[src/rtl/fifo_rr_arb.sv]
// ---------------------------------------------------------------------------
// fifo_rr_arb
//
// Round-robin arbiter that merges NUM valid/ready requester streams into one
// registered output stream. The output stage is a single register slice, so
// the winning beat appears on dout_* exactly one cycle after its handshake.
//
// The grant search starts one above the most recently granted requester and
// wraps. With every requester continuously valid, each one therefore wins once
// in every NUM consecutive grants.
//
// Optional feature (macro FIFO_RR_ARB_LOCK_EN):
//   A packet lock. Once a requester's first beat is accepted with din_eot=0,
//   that requester keeps the grant until its din_eot=1 beat is accepted.
//   Without the macro, arbitration is redone on every beat and din_eot is only
//   carried through to dout_eot.
//
// Parameters:
//   NUM - number of requesters (2..8)
//   DIN - data width per requester
//
// Ports:
//   clk        in   clock; every flop uses its rising edge
//   rst        in   synchronous, active-high reset
//   din_valid  in   [NUM]      per-requester valid
//   din_ready  out  [NUM]      per-requester ready; only the granted bit can be 1
//   din_data   in   [NUM*DIN]  requester i data at bits [i*DIN +: DIN]
//   din_eot    in   [NUM]      per-requester last-beat-of-packet flag
//   dout_valid out             registered output valid
//   dout_ready in              downstream ready
//   dout_data  out  [DIN]      registered winning data
//   dout_sel   out  [clog2]    index of the requester that sourced dout_data
//   dout_eot   out             registered eot of the winning beat
// ---------------------------------------------------------------------------
module fifo_rr_arb #(
    parameter int NUM = 4,
    parameter int DIN = 16
) (
    input  logic                    clk,
    input  logic                    rst,
    input  logic [NUM-1:0]          din_valid,
    output logic [NUM-1:0]          din_ready,
    input  logic [NUM*DIN-1:0]      din_data,
    input  logic [NUM-1:0]          din_eot,
    output logic                    dout_valid,
    input  logic                    dout_ready,
    output logic [DIN-1:0]          dout_data,
    output logic [$clog2(NUM)-1:0]  dout_sel,
    output logic                    dout_eot
);

    localparam int SW = $clog2(NUM);

    // Output register slice and round-robin pointer.
    logic           dout_valid_q, dout_valid_d;
    logic [DIN-1:0] dout_data_q,  dout_data_d;
    logic [SW-1:0]  dout_sel_q,   dout_sel_d;
    logic           dout_eot_q,   dout_eot_d;
    logic [SW-1:0]  ptr_q,        ptr_d;

    // Combinational arbitration results.
    logic           ld_s;        // output slice can take a new beat this cycle
    logic           rr_found_s;  // round-robin search found a valid requester
    logic [SW-1:0]  rr_idx_s;    // round-robin winner
    logic [SW-1:0]  sel_idx_s;   // requester granted this cycle
    logic           sel_en_s;    // a grant exists (ready may be driven)
    logic           hs_s;        // input handshake on sel_idx_s
    logic [NUM-1:0] onehot_s;
    logic [NUM-1:0] din_ready_s;

`ifdef FIFO_RR_ARB_LOCK_EN
    localparam logic [0:0] ST_IDLE   = 1'b0;
    localparam logic [0:0] ST_LOCKED = 1'b1;

    logic [0:0]     state_q,    state_d;
    logic [SW-1:0]  lock_idx_q, lock_idx_d;
`endif

    // The slice accepts a beat when empty or when its current beat drains.
    always_comb begin
        ld_s = !dout_valid_q || dout_ready;
    end

    // Round-robin search: first valid requester above ptr_q, wrapping.
    always_comb begin
        logic [SW-1:0] cand;
        rr_found_s = 1'b0;
        rr_idx_s   = ptr_q;
        cand       = ptr_q;
        for (int k = 1; k <= NUM; k++) begin
            cand = SW'((int'(ptr_q) + k) % NUM);
            if (!rr_found_s && din_valid[cand]) begin
                rr_found_s = 1'b1;
                rr_idx_s   = cand;
            end else begin
                rr_found_s = rr_found_s;
            end
        end
    end

    // Pick the grant: the lock owner while a packet is open, else the RR winner.
    always_comb begin
        sel_idx_s = rr_idx_s;
        sel_en_s  = rr_found_s;
`ifdef FIFO_RR_ARB_LOCK_EN
        if (state_q == ST_LOCKED) begin
            // The owner's ready is driven even while its valid is low.
            sel_idx_s = lock_idx_q;
            sel_en_s  = 1'b1;
        end else begin
            sel_idx_s = rr_idx_s;
            sel_en_s  = rr_found_s;
        end
`endif
    end

    // Ready goes only to the granted requester. It is held low during reset.
    always_comb begin
        onehot_s    = {{(NUM-1){1'b0}}, 1'b1} << sel_idx_s;
        din_ready_s = {NUM{1'b0}};
        if (rst) begin
            din_ready_s = {NUM{1'b0}};
        end else if (sel_en_s && ld_s) begin
            din_ready_s = onehot_s;
        end else begin
            din_ready_s = {NUM{1'b0}};
        end
        hs_s = !rst && sel_en_s && ld_s && din_valid[sel_idx_s];
    end

    // Next state of the output slice and the round-robin pointer.
    always_comb begin
        dout_valid_d = dout_valid_q;
        dout_data_d  = dout_data_q;
        dout_sel_d   = dout_sel_q;
        dout_eot_d   = dout_eot_q;
        ptr_d        = ptr_q;
        if (rst) begin
            // Data is left as-is; after reset it carries no meaning.
            dout_valid_d = 1'b0;
            dout_sel_d   = {SW{1'b0}};
            dout_eot_d   = 1'b0;
            ptr_d        = SW'(NUM - 1);
        end else if (hs_s) begin
            dout_valid_d = 1'b1;
            dout_data_d  = din_data[int'(sel_idx_s)*DIN +: DIN];
            dout_sel_d   = sel_idx_s;
            dout_eot_d   = din_eot[sel_idx_s];
            ptr_d        = sel_idx_s;
        end else if (dout_ready) begin
            dout_valid_d = 1'b0;
        end else begin
            dout_valid_d = dout_valid_q;
        end
    end

`ifdef FIFO_RR_ARB_LOCK_EN
    // Packet lock FSM. A single-beat packet (eot in IDLE) never locks.
    always_comb begin
        state_d    = state_q;
        lock_idx_d = lock_idx_q;
        if (rst) begin
            state_d    = ST_IDLE;
            lock_idx_d = {SW{1'b0}};
        end else begin
            case (state_q)
                ST_IDLE: begin
                    if (hs_s && !din_eot[sel_idx_s]) begin
                        state_d    = ST_LOCKED;
                        lock_idx_d = sel_idx_s;
                    end else begin
                        state_d    = ST_IDLE;
                    end
                end
                ST_LOCKED: begin
                    if (hs_s && din_eot[sel_idx_s]) begin
                        state_d = ST_IDLE;
                    end else begin
                        state_d = ST_LOCKED;
                    end
                end
                default: begin
                    state_d = ST_IDLE;
                end
            endcase
        end
    end

    // Lock FSM state registers.
    always_ff @(posedge clk) begin
        state_q    <= state_d;
        lock_idx_q <= lock_idx_d;
    end
`endif

    // Output slice and pointer registers; reset is folded into the _d logic.
    always_ff @(posedge clk) begin
        dout_valid_q <= dout_valid_d;
        dout_data_q  <= dout_data_d;
        dout_sel_q   <= dout_sel_d;
        dout_eot_q   <= dout_eot_d;
        ptr_q        <= ptr_d;
    end

    // Drive the output ports.
    always_comb begin
        din_ready  = din_ready_s;
        dout_valid = dout_valid_q;
        dout_data  = dout_data_q;
        dout_sel   = dout_sel_q;
        dout_eot   = dout_eot_q;
    end

endmodule

[config.mk]
export PLATFORM = sky130hd
export DESIGN_NAME = fifo_rr_arb
export DESIGN_NICKNAME = d
export VERILOG_FILES = /design/src/rtl/fifo_rr_arb.sv
export SDC_FILE = /design/constraint.sdc
export NUM_CORES = 1
export LEC_CHECK = 0
export CORE_MARGIN = 5
export CORE_UTILIZATION = 38
export DETAILED_ROUTE_END_ITERATION = 8
export GPL_TIMING_DRIVEN = 0
export PLACE_DENSITY_LB_ADDON = 0.3
export SLEW_MARGIN = 5
export SYNTH_ARGS = -nofsm -noshare
export SYNTH_HDL_FRONTEND = slang
export SYNTH_SLANG_ARGS = --single-unit
[constraint.sdc]
create_clock -name clk -period 3.4 [get_ports clk]
set_input_delay 0.68 -clock clk [delete_from_list [all_inputs] [get_ports clk]]
set_output_delay 0.68 -clock clk [all_outputs]
set_load 0.1 [all_outputs]
# == Yosys cells after proc, flatten, opt, wreduce, memory -nomap -nowiden ==
# Index checks and enable logic that the tools add are counted.
# totals
inputBits,75
register_bits,22
# op_classes
add_sub_neg,4
reduce_logical,15
n_mux,24
magnitude_cmp,5
n_shift,2
n_bitwise,1
# op_table
cell,count
$shiftx A64 B7 Y16,1
$lt A2 B3 Y1 const B,5
$bmux W1 S2,6
$mux W1,12
$mux W2,4
$mux W4,2
$logic_and A1 B1 Y1,7
$logic_not A1 Y1,5
$add A2 B1 Y2 const B,2
$add A2 B2 Y2 const B,2
$shl A1 B2 Y4 const A,1
$reduce_and A2 Y1,1
$reduce_bool A2 Y1,1
$logic_or A1 B1 Y1,1
$not A1 Y1,1

# == Longest topological paths before layout ==
# depth
ltp_word,17
depth_mapped,7
depth_no_buf,6

# == Worst setup path after synthesis ==
# Ideal clock, no wire load.
# synth_timing
path_kind,input -> output
from,input din_valid[3]
to,output din_ready[0]
slack_ns,-0.749
cell_stages,5
arrival_time_ns,3.469
path_cell_list,nor3_1 > a31oi_4 > buf_6 > buf_4 > nor3_1
# synth_between
elab_chain_len,15
elab_cells_between_ends,26
classes_between,1 x shift; 18 x mux; 7 x reduce/logical
# synth_rtl
element,line_no,source
from (decl),41,"input logic [NUM-1:0] din_valid,"
$bmux W1 S2,92,if (!rr_found_s && din_valid[cand]) begin
$mux W1 (not written as such),92,
$mux W1,92,
$logic_not A1 Y1,92,
$logic_and A1 B1 Y1,92,
$mux W1,92,
$logic_not A1 Y1,92,
$logic_and A1 B1 Y1,92,
$mux W1,92,
$logic_not A1 Y1,92,
$logic_and A1 B1 Y1,92,
$mux W2 or $mux W1 (tied branches),92,
$shl A1 B2 Y4 or $logic_and A1 B1 Y1 (tied branches),"119, 123",
$mux W4 *,123,end else if (sel_en_s && ld_s) begin
$mux W4 *,121,if (rst) begin
to (decl),42,"output logic [NUM-1:0] din_ready,"
# Every way passes the cells marked *; elsewhere a longest branch is shown, timed or not. The select of a mux whose other input is x is not followed.

# == Worst setup path after layout ==
# layout_timing
from,input din_valid[3]
to,output din_ready[1]
# The elaborated chain is that of the path after synthesis.

==> summary.md <==
| Metric | Value |
|---|---|
| Number of global-route vias before repair | ~1400 |
| Syn_area_per_cell | approximately 10 µm² |
| Unique masters post-synth | 28 |
| All-Layer GR Usage | between 10% and 20% |
| Num CTS Buffers | 3 |
| Multi-input gate area | 741 µm² |
| Sequential element share of the synthesized area | 42.3% |
| Hold_buf cts | 0 |
| Endpoint type of the worst setup path | primary output |
| RePlAce Congestion | between 0.7 and 0.8 |
| Outcome | finished clean |
| Reg2Reg Setup Slack | 1.62 ns |
| Per-cell routed wire length | approximately 15 µm |
| Area grow syn2layout | 79.7% |
| Initial DRC Count | 43 |
| Total nets after synthesis | roughly 210 |
| Crit path setup slack, layout | approximately 0.18 ns |
| I/O Buffers | just under 100 |
| Clock Latency Late Sink | ~0.26 ns |
| Vias per inst | 4.99 |
| Min-Delay Path Class | reg2reg |
| Placed Instances | around 280 |
| Skew final | around 0.005 ns |
| Setup slack at placement | -0.994 ns |
| Largest net degree at the start of global routing | 22 |
| First-pass GRT wire length | about 6.7 mm |
| Clock slew at reported path FFs | 0.08 ns |
| Drt total wl | between 4 and 5 mm |
| Die Outline Area | ~5100 µm² |
| Post-Syn Area | approximately 1400 µm² |
| Net count reported at finish | between 300 and 400 |
| Max-Slew Margin vs Limit | ~33% |
| Setup violators final | 0 |
| WP data required | roughly 2.7 ns |
| Root Buffer | clkbuf_8 |
| Grt total ovfl | 0 |
| Fin. Hold Viols | 0 |
| Crit Path Max Fanout | 10 |
| Placed Instance Area | roughly 2500 µm² |
| Post-synthesis register bit count | 22 |
| Worst slew pin tran | 1.00 ns |
| # IOs | slightly below 100 |
| Crit path arrival time | 2.54 ns |
| Cell area power density | 427 nW/µm² |
| Max-cap violation count | 0 |
| Ant. Diodes | 0 |
| Detail Route Antenna Nets | 0 |
| Fin area | 2550 µm² |
| Via count | around 1400 |
| Lkg Pwr | approximately 0.00095 µW |
| Clock buffer depth | 2 |
| Max Slew Vio Count | 0 |
| Syn Inst Count | between 100 and 150 |
| YS warnings | 0 |
| CTS H-Tree Depth | 1 |
| Final cell count without fillers | between 200 and 300 |
| Pre-Repair DR Iteration Count | 4 |
| Post-DP HPWL | approximately 3.4 mm |
| Initial Util | between 30% and 40% |
| Die Width | about 70 µm |
| Setup TNS | 0 ns |
| CTS tree | done |
| Placeable Area | 3630 µm² |
| Fmax | between 300 and 400 MHz |
| # fillers | slightly above 300 |
| DRC Markers | 0 |
| FF/Latch Area | 601 µm² |
| VDD IR-drop max | between 0.00015 and 0.0002 V |
| Share of layout cells above drive strength 1 | roughly 11% |
| WS Path Type | in2out |
| Crit path launch type | primary input |
| RSZ-0062 raised after global routing | no |
| Site row count | 22 |
| Final period util | between 90 and 100% |
| Chip Height | approximately 70 µm |
| Tmin final | between 3 and 4 ns |
| Worst hold slack | 0.457 ns |
| CTS Sinks | 22 |
| Initial antenna violation count | 0 |
layout make-up:
type | count | area share (%)
clock buffer | 4 | 2.16
tap | 48 | 2.36
multi-input combinational | 103 | 29.0
buffer | 10 | 3.39
timing repair buffer | 100 | 38.9
inverter | 1 | 0.638
sequential | 22 | 23.6
cell families (layout without fill, tap and decap cells):
family / Yosys count / in the layout / share of synthesized area [%]
buf+inv: 11 / 115 / 6.26
compound gates: 42 / 42 / 21.2
simple gates: 44 / 44 / 18.3
flops: 22 / 22 / 42.3
mux: 17 / 17 / 12.0
critical path, cell delays in order:
cell             delay, ns
clkdlybuf4s50_1       0.48
nor3_1                0.33
a31oi_4               0.08
buf_6                 0.18
buf_4                 0.18
nor3_1                0.16
buf_2                 0.45
through the flow:
stage                     util [%]  total power (µW)
after floorplan                  -               722
after global placement        67.8               896
after detailed placement      67.8               903
after CTS                     69.0              1090
after global routing          70.2              1140
final                         70.2              1090
report_power, final:
part           total, µW  switching (µW)  internal, µW
clock                186            83.0           103
combinational        566             354           212
sequential           336            8.35           327
total               1090             446           642
final timing paths:
| path | startpoint | endpoint | depth (start not counted) |
|---|---|---|---|
| hold / removal | dout_sel[1]$_SDFFE_PP0P_ | dout_sel[1]$_SDFFE_PP0P_ | 2 |
| setup / recovery | din_valid[3] | din_ready[1] | 7 |
| hold reg to reg | dout_sel[1]$_SDFFE_PP0P_ | dout_sel[1]$_SDFFE_PP0P_ | 2 |
| setup reg to reg | ptr_q[1]$_SDFFE_PP1P_ | dout_data[12]$_DFFE_PP_ | 7 |
layout by cell type (no fill, tap or decap), drive strengths merged, types with 5 or more instances in the layout:
cell,count
mux2i,17
nor2,7
clkbuf,6
a21oi,20
buf,14
dfxtp,6
clkdlybuf4s50,94
nor3,5
nor2b,19
a211oi,16
edfxtp,16
sequential cells by signal, indices dropped and copies added, names as in the netlist:
register / flops
dout_data: 16
dout_eot: 1
dout_sel: 2
dout_valid: 1
ptr_q: 2
what timing repair did:
action | CTS | global route
setup endpoints to repair | 4 | 4
gates resized for setup | 25 | 10
buffers inserted | 0 | 2
pin swaps | 0 | 1
cell usage after synthesis, drive strengths merged:
cell / instances / area, µm²
a21oi: 20 / 100
nor2b: 19 / 119
mux2i: 17 / 170
a211oi: 16 / 120
edfxtp: 16 / 480
buf: 8 / 76.3
nor2: 7 / 26.3
dfxtp: 6 / 120
nor3: 5 / 30.0
nand2: 3 / 11.3
nand2b: 3 / 18.8
a2111oi: 2 / 36.3
clkbuf: 2 / 8.75
nand3b: 2 / 15.0
nor4: 2 / 12.5
o21bai: 2 / 15.0
or3: 2 / 17.5
a21o: 1 / 7.51
a31oi: 1 / 21.3
and3b: 1 / 8.76
inv: 1 / 3.75
routing by layer:
metal	routed length [µm]	GRT usage [%]	vias to the layer above
li1	-	-	722
met4	33	2.71	0
met1	1790	21.2	650
met3	379	4.12	4
met2	2080	27.8	62
met5	0	0	-
Power figures use the tool's default switching activity.
